==> config.mk <==
export PLATFORM = sky130hd
export DESIGN_NAME = pixel_unpacker
export DESIGN_NICKNAME = d
export VERILOG_FILES = /design/src/rtl/pixel_unpacker.sv
export SDC_FILE = /design/constraint.sdc
export NUM_CORES = 1
export LEC_CHECK = 0
export BUFFER_PORTS_ARGS = -buffer_cell sky130_fd_sc_hd__buf_2
export CORE_MARGIN = 2
export CORE_UTILIZATION = 42
export DETAILED_ROUTE_END_ITERATION = 16
export PLACE_DENSITY_LB_ADDON = 0.25
export REMOVE_ABC_BUFFERS = 1
export SLEW_MARGIN = 20
export SYNTH_ARGS = -nofsm -noshare
export SYNTH_HDL_FRONTEND = slang
export SYNTH_SLANG_ARGS = --single-unit
==> constraint.sdc <==
create_clock -name out_stream_aclk -period 5.7 [get_ports out_stream_aclk]
set_clock_uncertainty 0.1 [all_clocks]
set_input_delay 0.285 -clock out_stream_aclk [delete_from_list [all_inputs] [get_ports out_stream_aclk]]
set_output_delay 0.285 -clock out_stream_aclk [all_outputs]
set_load 0.01 [all_outputs]
==> src/rtl/pixel_unpacker.sv <==
`default_nettype none
// ============================================================================
// Module      : pixel_unpacker
// Description : AXI4-Stream video sink. Unpacks groups of three 32-bit words
//               into four 24-bit RGB pixels. Each pixel is presented through
//               a single-stage ready/valid output register. Start-of-frame
//               comes from tuser and line ends are derived from the word
//               position. Framing errors are flagged and completed frames
//               are counted.
// Revision    : 1.0 - initial release
// ============================================================================
module pixel_unpacker #(
    parameter int SCREEN_WIDTH  = 640,
    parameter int SCREEN_HEIGHT = 480,
    parameter int COLOR_WIDTH   = 8
) (
    input  logic                   out_stream_aclk,
    input  logic                   periph_resetn,
    input  logic [31:0]            in_stream_tdata,
    input  logic [3:0]             in_stream_tkeep,
    input  logic                   in_stream_tlast,
    input  logic                   in_stream_tuser,
    input  logic                   in_stream_tvalid,
    output logic                   in_stream_tready,
    output logic [COLOR_WIDTH-1:0] pix_r,
    output logic [COLOR_WIDTH-1:0] pix_g,
    output logic [COLOR_WIDTH-1:0] pix_b,
    output logic                   pix_valid,
    input  logic                   pix_ready,
    output logic                   pix_sof,
    output logic                   pix_eol,
    output logic                   err_sof,
    output logic                   err_eol,
    input  logic                   err_clear,
    output logic [15:0]            frame_count
);

    // Words per line: every 4 pixels occupy 3 words.
    localparam int C_WPL  = SCREEN_WIDTH * 3 / 4;
    localparam int C_WC_W = (C_WPL > 1) ? $clog2(C_WPL) : 1;
    localparam int C_LC_W = (SCREEN_HEIGHT > 1) ? $clog2(SCREEN_HEIGHT) : 1;
    localparam logic [C_WC_W-1:0] C_WC_LAST = C_WC_W'(C_WPL - 1);
    localparam logic [C_LC_W-1:0] C_LC_LAST = C_LC_W'(SCREEN_HEIGHT - 1);

    // Phase within a 3-word group. PH3 is the extra cycle that emits the
    // fourth pixel, which is already complete in the hold register.
    typedef enum logic [1:0] {
        PH0 = 2'd0,
        PH1 = 2'd1,
        PH2 = 2'd2,
        PH3 = 2'd3
    } phase_t;

    phase_t              r_phase;
    phase_t              w_phase_n;
    phase_t              w_dec_phase;

    logic [23:0]         r_hold;
    logic [C_WC_W-1:0]   r_wc;
    logic [C_LC_W-1:0]   r_lc;
    logic [15:0]         r_frame_count;
    logic [23:0]         r_pix;
    logic                r_pix_valid;
    logic                r_pix_sof;
    logic                r_pix_eol;
    logic                r_err_sof;
    logic                r_err_eol;
    logic                r_p3_eol;    // pending P3 closes the line
    logic                r_p3_wrap;   // pending P3 closes the frame

    logic [23:0]         w_hold_n;
    logic [C_WC_W-1:0]   w_wc_n;
    logic [C_LC_W-1:0]   w_lc_n;
    logic [15:0]         w_frame_count_n;
    logic [23:0]         w_pix_n;
    logic                w_pix_valid_n;
    logic                w_pix_sof_n;
    logic                w_pix_eol_n;
    logic                w_err_sof_n;
    logic                w_err_eol_n;
    logic                w_p3_eol_n;
    logic                w_p3_wrap_n;

    logic                w_free;
    logic                w_accept;
    logic                w_resync;
    logic [C_WC_W-1:0]   w_wc_eff;
    logic [C_LC_W-1:0]   w_lc_eff;
    logic                w_last;
    logic                w_early;
    logic                w_line_end;
    logic                w_lc_wrap;
    logic [C_LC_W-1:0]   w_lc_inc;
    logic                w_unused;

    // Byte enables are expected to be all ones and are otherwise ignored.
    assign w_unused = ^in_stream_tkeep;

    // The output register can take a new pixel when it is empty or being drained.
    assign w_free           = !r_pix_valid || pix_ready;
    assign in_stream_tready = w_free && (r_phase != PH3);
    assign w_accept         = in_stream_tvalid && in_stream_tready;

    // tuser always marks word 0 of a line. Seen mid-group it forces a resync.
    assign w_resync    = w_accept && in_stream_tuser && (r_phase == PH1 || r_phase == PH2);
    assign w_dec_phase = in_stream_tuser ? PH0 : r_phase;
    assign w_wc_eff    = in_stream_tuser ? '0 : r_wc;
    assign w_lc_eff    = in_stream_tuser ? '0 : r_lc;

    // Line position decides where a line ends. tlast is only cross-checked.
    assign w_last      = (w_wc_eff == C_WC_LAST);
    assign w_early     = in_stream_tlast && !w_last;
    assign w_line_end  = w_last || w_early;
    assign w_lc_wrap   = (w_lc_eff == C_LC_LAST);
    assign w_lc_inc    = w_lc_wrap ? '0 : C_LC_W'(w_lc_eff + 1'b1);

    // Next-state and datapath decode. Defaults hold every register.
    always_comb begin
        w_phase_n       = r_phase;
        w_hold_n        = r_hold;
        w_wc_n          = r_wc;
        w_lc_n          = r_lc;
        w_frame_count_n = r_frame_count;
        w_pix_n         = r_pix;
        w_pix_valid_n   = r_pix_valid;
        w_pix_sof_n     = r_pix_sof;
        w_pix_eol_n     = r_pix_eol;
        w_p3_eol_n      = r_p3_eol;
        w_p3_wrap_n     = r_p3_wrap;
        w_err_sof_n     = r_err_sof && !err_clear;
        w_err_eol_n     = r_err_eol && !err_clear;

        if (w_free) begin
            w_pix_valid_n = 1'b0;
        end

        if (w_accept) begin
            w_pix_valid_n = 1'b1;
            w_pix_sof_n   = 1'b0;
            w_pix_eol_n   = 1'b0;
            w_p3_eol_n    = 1'b0;
            w_p3_wrap_n   = 1'b0;

            case (w_dec_phase)
                PH0: begin
                    w_pix_n     = in_stream_tdata[23:0];
                    w_hold_n    = {16'h0000, in_stream_tdata[31:24]};
                    w_pix_sof_n = in_stream_tuser;
                    w_phase_n   = PH1;
                end
                PH1: begin
                    w_pix_n   = {in_stream_tdata[15:0], r_hold[7:0]};
                    w_hold_n  = {8'h00, in_stream_tdata[31:16]};
                    w_phase_n = PH2;
                end
                default: begin
                    w_pix_n   = {in_stream_tdata[7:0], r_hold[15:0]};
                    w_hold_n  = in_stream_tdata[31:8];
                    w_phase_n = PH3;
                end
            endcase

            if (w_resync) begin
                w_err_sof_n = 1'b1;
            end

            if (w_line_end) begin
                w_wc_n = '0;
                w_lc_n = w_lc_inc;
                if (in_stream_tlast != w_last) begin
                    w_err_eol_n = 1'b1;
                end
                if (w_early) begin
                    // Truncated line: drop the pending fourth pixel and realign.
                    w_phase_n = PH0;
                    if (w_lc_wrap) begin
                        w_frame_count_n = r_frame_count + 16'd1;
                    end
                end else begin
                    w_p3_eol_n  = 1'b1;
                    w_p3_wrap_n = w_lc_wrap;
                end
            end else begin
                w_wc_n = C_WC_W'(w_wc_eff + 1'b1);
                w_lc_n = w_lc_eff;
            end
        end else if (r_phase == PH3 && w_free) begin
            w_pix_valid_n = 1'b1;
            w_pix_n       = r_hold;
            w_pix_sof_n   = 1'b0;
            w_pix_eol_n   = r_p3_eol;
            w_phase_n     = PH0;
            if (r_p3_wrap) begin
                w_frame_count_n = r_frame_count + 16'd1;
            end
        end
    end

    // Phase state register.
    always_ff @(posedge out_stream_aclk or negedge periph_resetn) begin
        if (!periph_resetn) begin
            r_phase <= PH0;
        end else begin
            r_phase <= w_phase_n;
        end
    end

    // Datapath, counters, output register and sticky error flags.
    always_ff @(posedge out_stream_aclk or negedge periph_resetn) begin
        if (!periph_resetn) begin
            r_hold        <= '0;
            r_wc          <= '0;
            r_lc          <= '0;
            r_frame_count <= '0;
            r_pix         <= '0;
            r_pix_valid   <= 1'b0;
            r_pix_sof     <= 1'b0;
            r_pix_eol     <= 1'b0;
            r_err_sof     <= 1'b0;
            r_err_eol     <= 1'b0;
            r_p3_eol      <= 1'b0;
            r_p3_wrap     <= 1'b0;
        end else begin
            r_hold        <= w_hold_n;
            r_wc          <= w_wc_n;
            r_lc          <= w_lc_n;
            r_frame_count <= w_frame_count_n;
            r_pix         <= w_pix_n;
            r_pix_valid   <= w_pix_valid_n;
            r_pix_sof     <= w_pix_sof_n;
            r_pix_eol     <= w_pix_eol_n;
            r_err_sof     <= w_err_sof_n;
            r_err_eol     <= w_err_eol_n;
            r_p3_eol      <= w_p3_eol_n;
            r_p3_wrap     <= w_p3_wrap_n;
        end
    end

    assign pix_r       = r_pix[16 +: COLOR_WIDTH];
    assign pix_g       = r_pix[8  +: COLOR_WIDTH];
    assign pix_b       = r_pix[0  +: COLOR_WIDTH];
    assign pix_valid   = r_pix_valid;
    assign pix_sof     = r_pix_sof;
    assign pix_eol     = r_pix_eol;
    assign err_sof     = r_err_sof;
    assign err_eol     = r_err_eol;
    assign frame_count = r_frame_count;

endmodule
`default_nettype wire

==> results list <==
- Counting every sink on the clock net gives 91.
- Filler-free cell count of the finished design: 720
- Number of antenna violations at the first check in global routing: 0
- Clock-pin transition on the worst setup and hold timing paths: 0.06 ns
- Layout-stage area growth over the synthesis result: 15.6%
* RSZ-0062 raised after global routing: false
- Maximum capacitance violations: 0
- CTS tree: yes
* Detailed-routing iteration count for the pre-antenna-repair pass: 5
* Cell leakage power: 2.55 nW
* Post-synthesis async set-or-reset flop share: 1.00
* Post-synthesis area per instance: 9.33 sq um
- Minimum clock period: 3.39 ns
- Of the total synthesized cell area, the portion taken by full adders, half adders and majority gates is 0.0157.
* Worst path arrival time: 3.52 ns
- Post-DR vias/cell: 5.65
* Flip-flop and latch count after synthesis: 91
- Final #Nets: 628
- In the global route stage, overall resource usage came out at 0.197.
* Depth of the worst register-to-register path: 5
* Depth of the worst hold-timing path: 2
* # rows: 38
- Root cell of the clock tree: sky130_fd_sc_hd__clkbuf_16
* Number of levels in the clock H-tree: 3
- CP Data Required Time: 5.83 ns
- Startpoint class of the critical path: flop
- GR Overflow Total: 0
- Routed wire per std cell: 16.4 um
- At the placement stage, the worst setup path has a slack of 1.98 ns.
- The final max-slew violation count came to 0.
- The worst setup path is captured at a flop.
- After synthesis, the largest family of logic cells by area is compound AO/OA/AOI/OAI gates.
* Final Hold Slack: 0.0553 ns
- After detailed routing, the total wire length is 11,800 um.
- The congestion estimate from routability-driven global placement came to 0.816.
* Period utilisation layout: 0.595
* First-pass GRT wire length: 19,600 um
- The later pin in the worst-skew pair is clocked with a latency of 0.35 ns.
* Hold violation count in the final report: 0
- Cell count after synthesis: 513
- Counting along the longest clock path gives a buffer depth of 2.
- Clock tree synthesis inserted a total of 9 buffers.
* Routed Antenna Nets: 0
- Buffers added on ports: 84
- Proportion of synthesized chip area in sequential cells: 0.476
- Number of I/O pins: 89
- After detailed placement, the design holds a cell count of 707.
- Largest net degree at the start of global routing: 73
- Once detailed placement completed, the half-perimeter wirelength came to 7780 um.
- Worst slew pin tran: 1.10 ns
* Power per standard cell area: 360 nW/um^2
- Total number of vias: 4,069
- In the routed design, unresolved DRC markers number 0.
* Result of the run: finished clean
* Area post-placement: 5290 sq um
- The die covers 12,300 sq um.
- The critical path is of the flop to flop type.
- Setup violations remaining at the end of the flow were counted as 0.
- In this run the worst hold path is classified as input pin to flop.
- Of the total synthesized cell area, the portion taken by XOR and XNOR cells is 0.0311.
- The Yosys step of the flow raised 0 warnings.
* Final critical-path setup slack: 2.31 ns
- Most frequently used flop master after synthesis: sky130_fd_sc_hd__dfrtp_1
- Fmax: 0.295 GHz
- Along the worst path, the maximum fanout reaches 45.
- For this run, the share of the core covered by cells in the final layout is 0.504.
- Maximum vdd ir drop: 0.000228 V
* Vias in the first global route: 3,825
- Headroom to the max-slew limit came out at 0.267.
- Number of DRC markers after the initial detailed-route iteration: 261
- Synthesis instantiated 48 different standard cells from the library.
- The compound-gate portion of the synthesized area came to 0.217.
- Summed over all failing endpoints, the final setup total negative slack is 0 ns.
* DIE WIDTH: 111 um
- Die Span Y: 111 um
- The repair_antennas step left the layout with diodes totalling 0.
* Share of post-route cells with drive strength above 1: 0.214
* Starting density of the core: 0.436
- Post-CTS timing repair inserted 0 buffers for setup.
* Count of flip-flops with a built-in enable after synthesis: 0
- Placeable core region: 11,000 sq um
- Overall power consumption: 1.99 mW
* Multiplexer fraction of the synthesized cell area: 0.0191
- Fraction of the mapped netlist area in simple logic gates: 0.192
- The finished cells cover 5530 sq um.
- Post-synthesis instance area: 4790 sq um
-- layer usage --
layer / share of wire / track usage
met1: 0.45 / 0.263
met2: 0.47 / 0.308
met3: 0.062 / 0.0492
met4: 0.017 / 0.0800
met5: 0 / 0
-- layout make-up --
class | count | area, sq um
fillers | 1004 | 5450
multi-input cells | 365 | 2290
flip-flops and latches | 91 | 2280
repair buffers | 90 | 470
clock buffers | 11 | 233
well taps | 140 | 175
inverters | 22 | 82.6
clock inverters | 1 | 5.00
-- power breakdown --
part / switching (mW) / internal, mW / total (mW)
clock network: 0.229 / 0.285 / 0.514
logic: 0.354 / 0.239 / 0.594
registers: 0.104 / 0.781 / 0.885
total: 0.688 / 1.31 / 1.99
-- cells by family (layout without fill, tap and decap cells) --
logic type	Yosys count	count (layout)
fa+ha+maj	6	6
xor+xnor	17	17
buf+inv	57	124
mux	9	9
compound gates	160	160
flops	91	91
simple gates	173	173
-- final timing paths --
kind	from	to	slack (ns)
worst max-delay path	r_phase[0]	frame_count[1]	2.31
worst min-delay path	err_clear	err_eol	0.06
max in group asynchronous	periph_resetn	r_wc[0]	4.06
min in group asynchronous	periph_resetn	r_pix[6]	0.25
worst min register to register	frame_count[15]	frame_count[15]	0.36
worst max register to register	r_phase[0]	frame_count[1]	2.31
-- cells in the mapped netlist, types with 8 or more instances --
master	count	area, sq um
sky130_fd_sc_hd__xor2_1	11	96.3
sky130_fd_sc_hd__nor3b_1	14	105
sky130_fd_sc_hd__nor2_1	30	113
sky130_fd_sc_hd__o21ai_0	52	260
sky130_fd_sc_hd__a22o_1	14	123
sky130_fd_sc_hd__nor2b_1	11	68.8
sky130_fd_sc_hd__a21oi_1	37	185
sky130_fd_sc_hd__nand3_1	17	85.1
sky130_fd_sc_hd__dfrtp_1	91	2280
sky130_fd_sc_hd__buf_2	9	45.0
sky130_fd_sc_hd__a22oi_1	16	120
sky130_fd_sc_hd__o31ai_1	8	60.1
sky130_fd_sc_hd__mux2i_1	8	80.1
sky130_fd_sc_hd__inv_1	22	82.6
sky130_fd_sc_hd__nand2_1	59	221
sky130_fd_sc_hd__o221a_2	8	90.1
sky130_fd_sc_hd__clkbuf_1	20	75.1
-- worst max-delay path, cell delays in order (launching register included) --
cell                      delay [ns]
sky130_fd_sc_hd__dfrtp_1        0.57
sky130_fd_sc_hd__ha_1           0.42
sky130_fd_sc_hd__inv_1          0.12
sky130_fd_sc_hd__nand3_2        0.65
sky130_fd_sc_hd__o21ai_2        1.00
sky130_fd_sc_hd__mux2_2         0.41
-- sequential cells by signal, summed over array words and instances (netlist names) --
signal / flops
r_hold: 24
r_pix: 24
frame_count: 16
r_lc: 9
r_wc: 9
r_phase: 2
err_eol: 1
err_sof: 1
pix_eol: 1
pix_sof: 1
pix_valid: 1
r_p3_eol: 1
r_p3_wrap: 1
-- cell usage in the layout, fill, tap and decap left out, types with 4 or more instances in the layout --
cell type and instances:
sky130_fd_sc_hd__nand2_1 59, sky130_fd_sc_hd__xnor2_1 6, sky130_fd_sc_hd__and3_1 5, sky130_fd_sc_hd__nand3_1 16
sky130_fd_sc_hd__o31ai_1 8, sky130_fd_sc_hd__buf_2 83, sky130_fd_sc_hd__nand2b_1 5, sky130_fd_sc_hd__nor2_1 30
sky130_fd_sc_hd__dfrtp_1 91, sky130_fd_sc_hd__a22o_1 14, sky130_fd_sc_hd__ha_1 6, sky130_fd_sc_hd__o221a_2 8
sky130_fd_sc_hd__nor4_1 7, sky130_fd_sc_hd__o21ai_0 52, sky130_fd_sc_hd__buf_4 6, sky130_fd_sc_hd__o221ai_1 6
sky130_fd_sc_hd__a21o_1 6, sky130_fd_sc_hd__clkbuf_16 9, sky130_fd_sc_hd__a21oi_1 37, sky130_fd_sc_hd__nor3_2 4
sky130_fd_sc_hd__a31oi_1 4, sky130_fd_sc_hd__inv_1 22, sky130_fd_sc_hd__a22oi_1 16, sky130_fd_sc_hd__nor3b_1 14
sky130_fd_sc_hd__mux2i_1 8, sky130_fd_sc_hd__nor2b_1 11, sky130_fd_sc_hd__xor2_1 11
-- what timing repair did --
action | in CTS | in global routing
setup endpoints to repair | 0 | 0
hold buffers | 1 | 0
resized for setup | 0 | 0
hold endpoints to repair | 19 | 0
Note: power is estimated with default switching activity, not from simulation.
